--- config.mk ---
export PLATFORM = sky130hd
export DESIGN_NAME = mem_arbiter
export DESIGN_NICKNAME = d
export VERILOG_FILES = /design/src/rtl/mem_arbiter.sv
export SDC_FILE = /design/constraint.sdc
export NUM_CORES = 1
export LEC_CHECK = 0
export BUFFER_PORTS_ARGS = -buffer_cell sky130_fd_sc_hd__buf_2
export CAP_MARGIN = 20
export CORE_AREA = 2 2 145 147
export DETAILED_ROUTE_END_ITERATION = 10
export DIE_AREA = 0 0 147 149
export PLACE_DENSITY = 0.8
export SLEW_MARGIN = 0
export SYNTH_ARGS = -nofsm -noshare
export SYNTH_HDL_FRONTEND = slang
export SYNTH_SLANG_ARGS = --single-unit
--- constraint.sdc ---
create_clock -name clk -period 2.8 [get_ports clk]
set_input_delay 0.42 -clock clk [delete_from_list [all_inputs] [get_ports clk]]
set_output_delay 0.42 -clock clk [all_outputs]
set_load 0.1 [all_outputs]
--- src/rtl/mem_arbiter.sv ---
// Two-port arbiter for a single-port memory: data port has priority, fetch
// port is protected from starvation, one transaction in flight at a time.
module mem_arbiter #(
  parameter int ADDR_W     = 11,
  parameter int DATA_W     = 64,
  parameter int MEM_LAT    = 2,
  parameter int STARVE_MAX = 4
) (
  input  logic              clk,
  input  logic              rst,
  input  logic              if_req,
  input  logic [ADDR_W-1:0] if_addr,
  output logic              if_gnt,
  output logic              if_rvalid,
  output logic [DATA_W-1:0] if_rdata,
  input  logic              d_req,
  input  logic              d_we,
  input  logic [ADDR_W-1:0] d_addr,
  input  logic [DATA_W-1:0] d_wdata,
  input  logic [3:0]        d_len,
  output logic              d_gnt,
  output logic              d_rvalid,
  output logic [DATA_W-1:0] d_rdata,
  output logic              mem_en,
  output logic              mem_we,
  output logic [ADDR_W-1:0] mem_addr,
  output logic [DATA_W-1:0] mem_wdata,
  output logic [3:0]        mem_len,
  input  logic [DATA_W-1:0] mem_rdata
);

  localparam int CNT_W = (MEM_LAT < 1) ? 1 : $clog2(MEM_LAT + 1);
  localparam int STV_W = (STARVE_MAX < 1) ? 1 : $clog2(STARVE_MAX + 1);

  typedef enum logic [1:0] {IDLE, ISSUE, WAIT, RESP} state_e;

  state_e            state_q, state_d;
  logic              owner_q, owner_d;
  logic [CNT_W-1:0]  cnt_q, cnt_d;
  logic [STV_W-1:0]  starve_q, starve_d;
  logic              mem_we_q, mem_we_d;
  logic [ADDR_W-1:0] mem_addr_q, mem_addr_d;
  logic [DATA_W-1:0] mem_wdata_q, mem_wdata_d;
  logic [3:0]        mem_len_q, mem_len_d;
  logic [DATA_W-1:0] if_rdata_q, if_rdata_d;
  logic [DATA_W-1:0] d_rdata_q, d_rdata_d;
  logic              fetch_wins;

  always_ff @(posedge clk or negedge rst) begin
    if (!rst) begin
      state_q     <= IDLE;
      owner_q     <= 1'b0;
      cnt_q       <= '0;
      starve_q    <= '0;
      mem_we_q    <= 1'b0;
      mem_addr_q  <= '0;
      mem_wdata_q <= '0;
      mem_len_q   <= '0;
      if_rdata_q  <= '0;
      d_rdata_q   <= '0;
    end else begin
      state_q     <= state_d;
      owner_q     <= owner_d;
      cnt_q       <= cnt_d;
      starve_q    <= starve_d;
      mem_we_q    <= mem_we_d;
      mem_addr_q  <= mem_addr_d;
      mem_wdata_q <= mem_wdata_d;
      mem_len_q   <= mem_len_d;
      if_rdata_q  <= if_rdata_d;
      d_rdata_q   <= d_rdata_d;
    end
  end

  // owner_q: 1 = data port owns the transaction in flight, 0 = fetch port
  always_comb begin
    state_d     = state_q;
    owner_d     = owner_q;
    cnt_d       = cnt_q;
    starve_d    = starve_q;
    mem_we_d    = mem_we_q;
    mem_addr_d  = mem_addr_q;
    mem_wdata_d = mem_wdata_q;
    mem_len_d   = mem_len_q;
    if_rdata_d  = if_rdata_q;
    d_rdata_d   = d_rdata_q;
    if_gnt      = 1'b0;
    d_gnt       = 1'b0;
    fetch_wins  = if_req && (!d_req || (starve_q == STV_W'(STARVE_MAX)));
    unique case (state_q)
      IDLE: begin
        if (rst && (if_req || d_req)) begin
          state_d = ISSUE;
          if (fetch_wins) begin
            if_gnt     = 1'b1;
            owner_d    = 1'b0;
            mem_we_d   = 1'b0;
            mem_addr_d = if_addr;
            starve_d   = '0;
          end else begin
            d_gnt       = 1'b1;
            owner_d     = 1'b1;
            mem_we_d    = d_we;
            mem_addr_d  = d_addr;
            mem_wdata_d = d_wdata;
            mem_len_d   = d_len;
            if (if_req) starve_d = starve_q + STV_W'(1);
          end
        end
      end
      ISSUE: begin
        cnt_d   = CNT_W'(MEM_LAT);
        state_d = WAIT;
      end
      WAIT: begin
        if (cnt_q == CNT_W'(1)) begin
          cnt_d   = '0;
          state_d = RESP;
          if (owner_q) d_rdata_d = mem_we_q ? '0 : mem_rdata;
          else         if_rdata_d = mem_rdata;
        end else begin
          cnt_d = cnt_q - CNT_W'(1);
        end
      end
      RESP: state_d = IDLE;
      default: state_d = IDLE;
    endcase
  end

  assign mem_en    = (state_q == ISSUE);
  assign mem_we    = mem_we_q;
  assign mem_addr  = mem_addr_q;
  assign mem_wdata = mem_wdata_q;
  assign mem_len   = mem_len_q;
  assign if_rvalid = (state_q == RESP) && !owner_q;
  assign d_rvalid  = (state_q == RESP) && owner_q;
  assign if_rdata  = if_rdata_q;
  assign d_rdata   = d_rdata_q;

endmodule

==> impl_metrics.toml <==
[place]
gp_congestion = 0.809
place_inst = 1259
post-place-ws_ns = 0.593
dp_hpwl_um = 15600
io_buffer_count = 371

[sta]
min_period_ns = 2.65
period_share_pct = 94.5
slew_headroom_pct = 33.2
finalMaxSlewViolations = 0
worst_slack_ns = 0.153
fmax_mhz = 378
finalClockSkew_ns = 0.0141
rsz0062_at_grt = "false"
worst_pin_slew_ns = 0.998
hold_violations = 0
final.setup.tns_ns = 0
setup_violations = 0

[floorplan]
io_pins = 372
die_area_um2 = 21900
num_rows = 53
die_h_um = 149
initial_core_util_pct = 41.5
die_w_um = 147
coreArea_um2 = 20600

[finish]
multi_input_area_um2 = 2920
nFillCells = 1724
drive_gt1_share_pct = 49.0
area_growth_pct = 35.6
diodes = 0
fin_nets = 1176
fin_cells = 1303
regArea_um2 = 5410

[critical_path]
path_delay_family = "compound AO/OA/AOI/OAI gates"
path_buf_inv = 2
cp.required_ns = 2.38
reg2reg_depth = 5
worstPathMaxFanout = 6
r2r_end = "if_rdata[35]$_DFFE_PN0P_"
r2r_start = "state_q[0]$_DFFE_PN0P_"
cp_cell_sequence = "inv_1, ha_1, nand3_1, a21oi_1, buf_12"
worstSetupStartpointType = "flop"
critical-path-max-stage-delay_ns = 0.56
end_kind = "output port"
critical-path-slowest-cell = "a21oi_1"
crit_type = "reg2out"
r2r_slack_ns = 0.65
crit_arrival_ns = 2.23

[grt]
track_usage_pct = 19.3
grt_pass1_vias = 6372
antenna_found_initial = 0
gr-usage-met3_pct = 3.82
grt_use_met1_pct = 24.5
groute.layer.met2.usage_pct = 33.2
grt_max_degree = 150
grt_pass1_wl_um = 33900
grt_overflow = 0
top_usage_layer = "met2"

[synth]
syn-num-nets = 808
synth_ff_type = "dfrtp_1"
ys_ff_latch = 216
syn_area_um2 = 8530
yosysUniqueCellTypes = 28
ys_warn_count = 0
yosysSeqAreaShare_pct = 63.3
syn_area_per_cell_um2 = 13.3
synth-edff-count = 0
syn_inst = 642
ys_async_sr_fraction_pct = 100

[clock_network]
cts_buffers = 24
ctsHoldBuffers = 0
ctsRootBufferMaster = "clkbuf_16"
path_clk_slew_ns = 0.06
cts_tree = "yes"
cts_post_setup_buffers_inserted = 0
post_cts_resized = 0
cts.sinks = 216
clock_path_buffers = 3
clock_latency_ns = 0.50
htreeDepth = 1

[min_path]
min_path_type = "in2async"

[routing]
vias_per_cell = 4.76
wl_um = 21800
num_vias = 6201
ant_nets = 0
drtIter0Drc = 303
wl_per_cell_um = 16.7
drc = 0
first_pass_iters = 5

[job]
maxCapViolations = 0

[run_status]
outcome = "finished, final reports clean"
## flip-flops by register name (all words and copies together), names as in the netlist
register   count
mem_we         1
d_rdata       64
mem_len        4
mem_addr      11
mem_wdata     64
cnt_q          2
if_rdata      64
owner_q        1
state_q        2
starve_q       3
## layer usage
metal / wire, um / vias to the layer above
li1: - / 2929
met5: 0 / -
met3: 1330 / 50
met1: 8730 / 3020
met2: 11100 / 202
met4: 604 / 0
## final cells by class
cell class                      instances  area share, %
Sequential cell                       216           46.7
Multi-Input combinational cell        380           25.3
Timing Repair Buffer                  380           17.3
Clock buffer                           32           6.07
Tap cell                              275           2.97
Clock inverter                         12           1.44
Inverter                                8          0.260
## Yosys cell counts (2+ instances only)
| cell | instances | area share (%) |
|---|---|---|
| nor2b_1 | 2 | 0.15 |
| buf_6 | 6 | 0.79 |
| dfrtp_1 | 216 | 63 |
| nand2_1 | 65 | 2.9 |
| inv_1 | 8 | 0.35 |
| clkbuf_1 | 17 | 0.75 |
| ha_1 | 7 | 1.0 |
| mux2_2 | 78 | 10 |
| a221o_1 | 11 | 1.3 |
| buf_2 | 12 | 0.70 |
| a21oi_1 | 3 | 0.18 |
| buf_4 | 2 | 0.18 |
| and2_1 | 13 | 0.95 |
| o21ai_0 | 68 | 4.0 |
| mux2_1 | 55 | 7.3 |
| nand3_1 | 4 | 0.23 |
| nand2b_1 | 64 | 4.7 |
## how the worst max path moves through the flow
stage,slack (ns),depth (start not counted),to,from
floorplan,0.50,2,if_rvalid,state_q[0]$_DFFE_PN0P_
global placement,0.62,5,state_q[1]$_DFFE_PN0P_,rst
detailed placement,0.59,5,state_q[1]$_DFFE_PN0P_,rst
CTS,0.12,5,if_gnt,state_q[1]$_DFFE_PN0P_
global route,0.03,5,if_gnt,state_q[0]$_DFFE_PN0P_
finish,0.15,5,if_gnt,state_q[1]$_DFFE_PN0P_
## kinds of logic after synthesis
| kind of cell | Yosys count | synth area share (%) |
|---|---|---|
| buffers and inverters | 46 | 2.82 |
| muxes | 133 | 17.6 |
| DFF | 216 | 63.3 |
| and+or+nand+nor | 151 | 9.12 |
| xor gates and xnor gates | 1 | 0.103 |
| AOI/OAI and AO/OA | 88 | 6.04 |
| adders and majority gates | 7 | 1.03 |
## placed cells by master, fill, tap and decap left out, types with 2 or more instances in the layout
cell,n
buf_12,5
nand2b_1,64
mux2_1,55
o21ai_0,68
and2_1,13
nand3_1,3
nand3_4,2
clkbuf_1,2
nand2_1,65
clkinv_2,6
buf_2,368
a21oi_1,3
clkbuf_8,6
buf_4,6
nor2b_1,2
bufinv_16,4
mux2_2,78
clkbuf_16,25
dfrtp_1,216
inv_1,8
ha_1,7
a221o_1,11
## stage by stage
step	utilization, %	instance area [um2]	hold WS (ns)
after floorplan	-	8530	0.124
after global placement	52.1	10700	0.455
after detailed placement	52.1	10700	0.465
after CTS	56.3	11600	0.0994
after global routing	56.3	11600	0.105
final	56.3	11600	0.0467
Power is not shown: default switching activity piles up to over one toggle a cycle in this logic, so the estimate is an artifact.
